--- config.mk ---
export PLATFORM = sky130hd
export DESIGN_NAME = i2c_reg_writer
export DESIGN_NICKNAME = d
export VERILOG_FILES = /design/src/rtl/i2c_pkg.sv /design/src/rtl/i2c_quarter_tick.sv /design/src/rtl/i2c_reg_writer.sv
export SDC_FILE = /design/constraint.sdc
export NUM_CORES = 1
export LEC_CHECK = 0
export ABC_CLOCK_PERIOD_IN_PS = 6100
export CORE_MARGIN = 2
export CORE_UTILIZATION = 48
export CTS_CLUSTER_DIAMETER = 100
export DETAILED_ROUTE_END_ITERATION = 6
export GPL_ROUTABILITY_DRIVEN = 0
export PLACE_DENSITY = 0.71
export SLEW_MARGIN = 30
export SYNTH_ARGS = -nofsm -noshare
export SYNTH_HDL_FRONTEND = slang
export SYNTH_SLANG_ARGS = --single-unit
--- constraint.sdc ---
create_clock -name clk_i -period 6.1 [get_ports clk_i]
set_input_delay 0.915 -clock clk_i [delete_from_list [all_inputs] [get_ports clk_i]]
set_output_delay 0.915 -clock clk_i [all_outputs]
set_load 0.1 [all_outputs]
--- src/rtl/i2c_pkg.sv ---
// Purpose: shared I2C definitions for the register-write initiator and the register target.
// Latency: none (types, constants and a pure decode function).
// Backpressure: not applicable.
package i2c_pkg;

   // Controller states, one per bus slot kind plus the idle and done bookends.
   typedef enum logic [2:0] {
      S_IDLE,
      S_START,
      S_BIT,
      S_ACK,
      S_STOP,
      S_DONE
   } state_t;

   // Bus level driven by the receiver in the ninth clock of a byte.
   localparam logic ACK      = 1'b0;
   localparam logic NACK     = 1'b1;

   // R/W bit appended to the 7-bit address.
   localparam logic RW_WRITE = 1'b0;

   // Quarter index inside a slot (q0..q3).
   typedef logic [1:0] quarter_t;

   // Open-drain pull-down enables for the two bus lines.
   typedef struct packed {
      logic scl_oe;
      logic sda_oe;
   } line_t;

   // Line pattern for a given slot kind and quarter. bit_val is the data bit
   // of the current BIT slot and is ignored elsewhere.
   function automatic line_t line_drive(input state_t st, input quarter_t q, input logic bit_val);
      line_t d;
      d = '0;
      case (st)
         S_START: begin
            d.scl_oe = (q == 2'd3);
            d.sda_oe = (q != 2'd0);
         end
         S_BIT: begin
            d.scl_oe = ~q[1];
            d.sda_oe = ~bit_val;
         end
         S_ACK: begin
            d.scl_oe = ~q[1];
            d.sda_oe = 1'b0;
         end
         S_STOP: begin
            d.scl_oe = (q == 2'd0);
            d.sda_oe = ~q[1];
         end
         default: d = '0;
      endcase
      return d;
   endfunction

endpackage

--- src/rtl/i2c_quarter_tick.sv ---
// Purpose: prescaler emitting a one-cycle tick every QUARTER_DIV clocks.
// Latency: first tick QUARTER_DIV-1 cycles after restart is released.
// Backpressure: none; restart holds the count at zero and suppresses the tick.
module i2c_quarter_tick #(
   parameter int unsigned QUARTER_DIV = 25
) (
   input  logic clk_i,
   input  logic rst_ni,
   input  logic restart_i,
   output logic tick_o
);

   localparam int unsigned CW = (QUARTER_DIV > 2) ? $clog2(QUARTER_DIV) : 1;
   localparam logic [CW-1:0] LAST = CW'(QUARTER_DIV - 1);

   logic [CW-1:0] cnt;

   // Free-running modulo-QUARTER_DIV counter, forced to zero while restart is high.
   always_ff @(posedge clk_i or negedge rst_ni) begin
      if (!rst_ni) begin
         cnt <= '0;
      end else if (restart_i || (cnt == LAST)) begin
         cnt <= '0;
      end else begin
         cnt <= cnt + 1'b1;
      end
   end

   assign tick_o = (cnt == LAST) && !restart_i;

endmodule

--- src/rtl/i2c_reg_writer.sv ---
// Purpose: I2C master issuing single register writes (START, addr+W, reg, data, STOP).
// Latency: done pulse 116*QUARTER_DIV clocks after acceptance (44 / 80 on address / register NACK).
// Backpressure: cmd_ready_o high only in IDLE; command fields latched on acceptance.
module i2c_reg_writer #(
   parameter int unsigned QUARTER_DIV = 25
) (
   input  logic       clk_i,
   input  logic       rst_ni,
   input  logic       cmd_valid_i,
   output logic       cmd_ready_o,
   input  logic [6:0] cmd_addr_i,
   input  logic [7:0] cmd_reg_i,
   input  logic [7:0] cmd_data_i,
   output logic       done_o,
   output logic       nack_o,
   output logic       scl_oe_o,
   output logic       sda_oe_o,
   input  logic       sda_i
);

   import i2c_pkg::*;

   state_t     state_q, state_n;
   quarter_t   quarter_q, quarter_n;
   logic [2:0] bit_cnt_q, bit_cnt_n;
   logic [1:0] byte_cnt_q, byte_cnt_n;
   logic       nack_q, nack_n;
   logic [6:0] addr_q, addr_n;
   logic [7:0] reg_q, reg_n;
   logic [7:0] data_q, data_n;

   logic       tick;
   logic       restart;
   logic [7:0] tx_byte_n;
   line_t      drive_n;

   logic       scl_oe_q, sda_oe_q, done_q, nack_out_q;

   // The quarter grid is re-aligned to the acceptance edge by holding the
   // prescaler in restart for as long as the controller sits in IDLE.
   assign restart = (state_q == S_IDLE);

   i2c_quarter_tick #(
      .QUARTER_DIV(QUARTER_DIV)
   ) u_tick (
      .clk_i     (clk_i),
      .rst_ni    (rst_ni),
      .restart_i (restart),
      .tick_o    (tick)
   );

   // Next-state logic: command capture, slot sequencing, bit/byte counting and ACK sampling.
   always_comb begin
      state_n    = state_q;
      quarter_n  = quarter_q;
      bit_cnt_n  = bit_cnt_q;
      byte_cnt_n = byte_cnt_q;
      nack_n     = nack_q;
      addr_n     = addr_q;
      reg_n      = reg_q;
      data_n     = data_q;

      case (state_q)
         S_IDLE: begin
            if (cmd_valid_i) begin
               addr_n     = cmd_addr_i;
               reg_n      = cmd_reg_i;
               data_n     = cmd_data_i;
               nack_n     = 1'b0;
               bit_cnt_n  = 3'd7;
               byte_cnt_n = 2'd0;
               quarter_n  = 2'd0;
               state_n    = S_START;
            end
         end
         S_START, S_BIT, S_ACK, S_STOP: begin
            if (tick) begin
               quarter_n = quarter_q + 2'd1;
               if (quarter_q == 2'd3) begin
                  case (state_q)
                     S_START: begin
                        byte_cnt_n = 2'd0;
                        bit_cnt_n  = 3'd7;
                        state_n    = S_BIT;
                     end
                     S_BIT: begin
                        if (bit_cnt_q == 3'd0) begin
                           state_n = S_ACK;
                        end else begin
                           bit_cnt_n = bit_cnt_q - 3'd1;
                        end
                     end
                     S_ACK: begin
                        // A NACK on any byte ends the write with a STOP.
                        if (sda_i == NACK) begin
                           nack_n  = 1'b1;
                           state_n = S_STOP;
                        end else if (byte_cnt_q == 2'd2) begin
                           state_n = S_STOP;
                        end else begin
                           byte_cnt_n = byte_cnt_q + 2'd1;
                           bit_cnt_n  = 3'd7;
                           state_n    = S_BIT;
                        end
                     end
                     default: state_n = S_DONE;
                  endcase
               end
            end
         end
         S_DONE:  state_n = S_IDLE;
         default: state_n = S_IDLE;
      endcase
   end

   // Byte on the wire for the upcoming cycle, selected by the byte counter.
   always_comb begin
      tx_byte_n = {addr_n, RW_WRITE};
      case (byte_cnt_n)
         2'd1:    tx_byte_n = reg_n;
         2'd2:    tx_byte_n = data_n;
         default: tx_byte_n = {addr_n, RW_WRITE};
      endcase
      drive_n = line_drive(state_n, quarter_n, tx_byte_n[bit_cnt_n]);
   end

   // State and datapath registers.
   always_ff @(posedge clk_i or negedge rst_ni) begin
      if (!rst_ni) begin
         state_q    <= S_IDLE;
         quarter_q  <= 2'd0;
         bit_cnt_q  <= 3'd7;
         byte_cnt_q <= 2'd0;
         nack_q     <= 1'b0;
         addr_q     <= '0;
         reg_q      <= '0;
         data_q     <= '0;
      end else begin
         state_q    <= state_n;
         quarter_q  <= quarter_n;
         bit_cnt_q  <= bit_cnt_n;
         byte_cnt_q <= byte_cnt_n;
         nack_q     <= nack_n;
         addr_q     <= addr_n;
         reg_q      <= reg_n;
         data_q     <= data_n;
      end
   end

   // Registered pad enables and status so the open-drain drivers never see
   // decode glitches; reset releases both lines immediately.
   always_ff @(posedge clk_i or negedge rst_ni) begin
      if (!rst_ni) begin
         scl_oe_q   <= 1'b0;
         sda_oe_q   <= 1'b0;
         done_q     <= 1'b0;
         nack_out_q <= 1'b0;
      end else begin
         scl_oe_q   <= drive_n.scl_oe;
         sda_oe_q   <= drive_n.sda_oe;
         done_q     <= (state_n == S_DONE);
         nack_out_q <= (state_n == S_DONE) && nack_n;
      end
   end

   assign cmd_ready_o = (state_q == S_IDLE);
   assign done_o      = done_q;
   assign nack_o      = nack_out_q;
   assign scl_oe_o    = scl_oe_q;
   assign sda_oe_o    = sda_oe_q;

endmodule

* Word level (Yosys, flattened, before mapping)
Index checks and enable logic that the tools add are counted.
** Cells by class
- Equality and inequality tests :: 15
- Magnitude comparators :: 1
- Reduce and logical (&&, ||, !) cells :: 9
- Multiplexer cells :: 43
- Add/sub/neg operators :: 4
- Bitwise operators :: 2
** Operators by type and width (count)
- $mux W3 :: 12
- $mux W8 :: 4
- $pmux W3 S3 :: 2
- $pmux W8 S2 :: 1
- $mux W2 :: 7
- $mux W7 :: 2
- $eq A3 B2 Y1 const B :: 4
- $pmux W2 S2 :: 3
- $pmux W3 S2 :: 2
- $eq A3 B3 Y1 const B :: 3
- $eq A2 B2 Y1 const B :: 4
- $pmux W2 S4 :: 1
- $eq A3 B1 Y1 const B :: 2
- $logic_not A3 Y1 :: 2
- $mux W1 :: 6
- $add A5 B1 Y5 const B :: 1
- $eq A5 B5 Y1 const B :: 1
- $mux W5 :: 1
- $add A2 B1 Y2 const B :: 2
- $lt A3 B4 Y1 const B :: 1
- $reduce_or A4 Y1 :: 1
- $bmux W1 S3 :: 1
- $sub A3 B1 Y3 const B :: 1
- $eq A2 B1 Y1 const B :: 1
- 7 further kinds :: 9
** Word-level totals
- Flip-flop bits (word level) :: 43
- Word-level logic and storage cells :: 87

* Depth between registers and ports, before layout
- Depth after elaboration :: 13
- Mapped depth :: 17
- Gate-level depth less buffers :: 15

* Hierarchy
A second synthesis with hierarchy kept.
** Second synthesis, totals
- Cell total of the unflattened synthesis :: 224
- Area total of the unflattened synthesis :: 2437.3 um^2
** By module, submodules not included
- i2c_reg_writer :: cells each 200, area an instance 2155.8 um^2, times used 1, sequential area each 954.7 um^2
- i2c_quarter_tick :: cells each 24, area an instance 281.5 um^2, times used 1, sequential area each 125.1 um^2

* Worst setup path before layout
OpenSTA, ideal clock, no wires.
- Path kind :: register to register
- Start :: register state_q[0]
- End :: register sda_oe_q (netlist: sda_oe_o)
- Slack :: 2.059 ns
- Data required time :: 5.981 ns
- Setup time :: 0.119 ns
- Period minus slack after synthesis :: 4.041 ns
- Arrival :: 3.923 ns
- Cell stages (with the launch flop) :: 9
- Cell sequence :: dfrtp_1 buf_4 nor3_1 nor2_1 a2bb2oi_2 o21ba_2 o211ai_1 o32a_1 o21a_1
** RTL lines
- start: declaration :: RTL line i2c_reg_writer.sv:23 : state_t state_q, state_n;
- start signal: assignment :: RTL line i2c_reg_writer.sv:139 : state_q <= state_n;
- end signal: assignment :: RTL line i2c_reg_writer.sv:160 : sda_oe_q <= drive_n.sda_oe;
- end: declaration :: RTL line i2c_reg_writer.sv:37 : logic scl_oe_q, sda_oe_q, done_q, nack_out_q;

==> run_results.csv <==
group,metric,value,unit
critical_path,rr_endpoint,"sda_oe_o",
die,die_h,75.2,µm
detailed_routing,wirelength,4.89,mm
critical_path,crit_start,"u_tick.cnt[0]",
sta,drv_slew,0,
sta,rsz0062_at_grt,"false",
die,start_util,0.505,
power_and_ir_drop,power.internal,0.000584,W
global_routing,track_usage,0.190,
min_path,min_path_type,"register to register",
cts,cts-root-buf,"clkbuf_8",
critical_path,start_kind,"register",
sta,finalSetupViolCount,0,
global_routing,antenna_found_initial,0,
critical_path,endpoint,"sda_oe_o",
placed_design,placed_area,2760,µm²
cts,post_cts_buffers,0,
critical_path,cp-end-kind,"register",
critical_path,reg2reg_slack,2.68,ns
critical_path,arrival,3.66,ns
synth,ys_seq_elements,43,
synth,postSynth.asyncResetShare,1.00,
synth,synth_top_family_by_area,"compound AO/OA/AOI/OAI gates",
cts,cts.sinks,43,
power_and_ir_drop,p_comb_frac,0.324,
sta,finalCritPeriodShare,0.561,
power_and_ir_drop,p_switching,0.000275,W
sta,hold_viol_final,0,
final_layout,fin_nets,289,
die,core_region_area,4820,µm²
critical_path,r2r_start,"u_tick.cnt[0]",
synth,synth_compound_area_frac,0.184,
die,die_x,75.2,µm
run,drv_cap,0,
synth,synthSimpleGateAreaFrac,0.138,
power_and_ir_drop,p_seq_frac,0.473,
detailed_routing,via_per_inst,5.71,
sta,tightest_slew,0.968,ns
synth,yosysWarnings,0,
critical_path,cpMaxStageDelayCell,"dfrtp_1",
final_layout,areaGrowthSynthToFinish,17.0,%
synth,synth-edff-count,0,
critical_path,crit_path_max_incr_delay,0.42,ns
detailed_routing,drt_iter0_drc,90,
cts,clock_latency,0.29,ns
global_routing,grt_overflow_total,0,
cts,numCtsBuffers,5,
cts,clkTransAtPathRegs,0.08,ns
synth,synth-seq-area-share,0.444,
critical_path,crit_cells,15,
critical_path,worstPathCellList,"inv_1, ha_1, and4b_1, and3_1, nand2_1, o21ai_0, a22oi_1, o32ai_1, inv_1, ha_1, a221oi_1, nor3_1, a211oi_1, o32a_1, o21a_1",
synth,syn_inst,223,
die,num_io_pins,32,
sta,max_freq,292,MHz
critical_path,worstPathMaxFanout,11,
synth,synth_xor_xnor_area_share,0.0108,
critical_path,cp.required,6.34,ns
critical_path,reg2reg_depth,15,
global_routing,grt_pass1_wl,8.30,mm
final_layout,antenna_cells,0,
sta,tns,0,ns
final_layout,drive_above_1_share,0.150,
outcome,status,"complete, no violations",
synth,synth-main-ff-cell,"dfrtp_1",
power_and_ir_drop,cellLeakagePower,1.21,nW
synth,ys_types,64,
synth,synth_fp_nets,259,
sta,period_minus_slack,3.42,ns
cts,clk_path_buf_depth,2,
critical_path,cp_num_buf_inv,2,
synth,synthMuxAreaShare,0.121,
cts,cts_tree,"done",
detailed_routing,num_vias,1832,
final_layout,final_area,2840,µm²
synth,postSynthAreaPerCell,10.9,µm²
synth,synthTopCellsByArea,"dfrtp_1 41%, mux2_2 6.5%, ha_1 4.6%, dfstp_2 3.2%, a22oi_1 2.8%",
cts,cts.repair.resized,0,
global_routing,grt_pass1_vias,1916,
synth,synth_top_cell_area_share,0.412,
cts,h-tree-depth,2,
placed_design,port_buffers,31,
sta,timing.hold.ws,0.494,ns
final_layout,fillers,441,
sta,relSlewSlack,0.353,
critical_path,critPathTopFamily,"compound AO/OA/AOI/OAI gates",
detailed_routing,dr.pass1.iters,5,
power_and_ir_drop,ir_drop,0.000179,V
critical_path,crit_type,"register to register",
placed_design,hpwl,3.60,mm
cts,holdBufCountCts,0,
die,dieArea,5650,µm²
power_and_ir_drop,clkPwrFrac,0.203,
detailed_routing,ant_nets,0,
synth,syn_area,2430,µm²
power_and_ir_drop,p_per_area,302,nW/µm²
detailed_routing,post-route-drc-count,0,
sta,skew,0.00888,ns
synth,yosys.area.top_type,"dfrtp_1",
detailed_routing,wl_per_cell,15.2,µm
power_and_ir_drop,switching_share,0.320,
synth,synthAdderAreaFrac,0.0463,
global_routing,grt_max_degree,44,
die,row_count,25,
==> stage by stage <==
stage | instances | util | power, W | setup WS [ns]
floorplan | 223 | - | 0.000616 | 2.06
global placement | 313 | 0.572 | 0.000684 | 2.63
detailed placement | 313 | 0.572 | 0.000694 | 2.47
CTS | 321 | 0.590 | 0.000870 | 2.67
global route | 321 | 0.590 | 0.000921 | 2.31
finish | 321 | 0.590 | 0.000858 | 2.68
==> layout make-up <==
| cell class | count | area (µm²) | area share |
|---|---|---|---|
| clock buffers | 6 | 72.6 | 0.0255 |
| well taps | 67 | 83.8 | 0.0295 |
| flip-flops and latches | 43 | 1080 | 0.380 |
| inverters | 17 | 63.8 | 0.0224 |
| repair buffers | 32 | 315 | 0.111 |
| clock inverters | 2 | 12.5 | 0.00440 |
| multi-input cells | 154 | 1220 | 0.428 |
==> routing by layer <==
metal  track usage  wire [µm]  vias up
li1              -          -      887
met1         0.253       2260      898
met2         0.306       2360       41
met3        0.0482        230        6
met4        0.0624         42        0
met5             0          0        -
==> cells in the final DEF, fill, tap and decap left out, drive strengths merged, types with 3 or more instances in the layout <==
cell and count:
dfstp 3, dfrtp 40, a22oi 9, inv 17, nor2 12, nor2b 4
ha 9, and3 3, clkdlybuf4s50 30, nand3 4, a31oi 4, nor4b 3
o21ai 10, nor3 4, a211oi 3, clkbuf 6, o22ai 4, nand2 12
a21oi 4, and2 4, mux2 23
==> power by group through the flow <==
stage | registers, W | logic, W | clock network [W]
3_5_place_dp | 0.000413 | 0.000280 | 0
6_report | 0.000406 | 0.000278 | 0.000174
4_1_cts | 0.000407 | 0.000281 | 0.000181
5_1_grt | 0.000418 | 0.000311 | 0.000191
2_1_floorplan | 0.000420 | 0.000196 | 0
3_3_place_gp | 0.000409 | 0.000275 | 0
==> worst min-delay path by stage <==
stage	cells past startpoint	from	slack (ns)	end
3_3_place_gp	1	addr_q[5]	0.47	addr_q[5]
5_1_grt	1	reg_q[4]	0.52	reg_q[4]
6_report	1	addr_q[5]	0.49	addr_q[5]
3_5_place_dp	1	addr_q[5]	0.48	addr_q[5]
4_1_cts	1	addr_q[5]	0.50	addr_q[5]
2_1_floorplan	1	u_tick.cnt[0]	0.45	u_tick.cnt[0]
==> kinds of logic (layout without fill, tap and decap cells) <==
kind of cell | after synthesis | after routing
xor+xnor | 3 | 3
mux | 25 | 25
flops | 43 | 43
compound gates | 58 | 58
buf+inv | 26 | 57
simple gates | 59 | 59
fa+ha+maj | 9 | 9
==> cells in the mapped netlist (5+ instances only) <==
cell	n
dfrtp_1	40
inv_1	16
mux2_2	14
nand2_1	12
nor2_1	12
a22oi_1	9
ha_1	9
o21ai_0	6
mux2_1	5
==> registers in the layout, summed over array words and instances, names as in the netlist <==
register,cells
u_tick.cnt,5
data_q,8
nack_o,1
addr_q,7
nack_q,1
done_o,1
sda_oe_o,1
scl_oe_o,1
byte_cnt_q,2
state_q,3
bit_cnt_q,3
reg_q,8
quarter_q,2
Note: power is estimated with default switching activity, not from simulation.
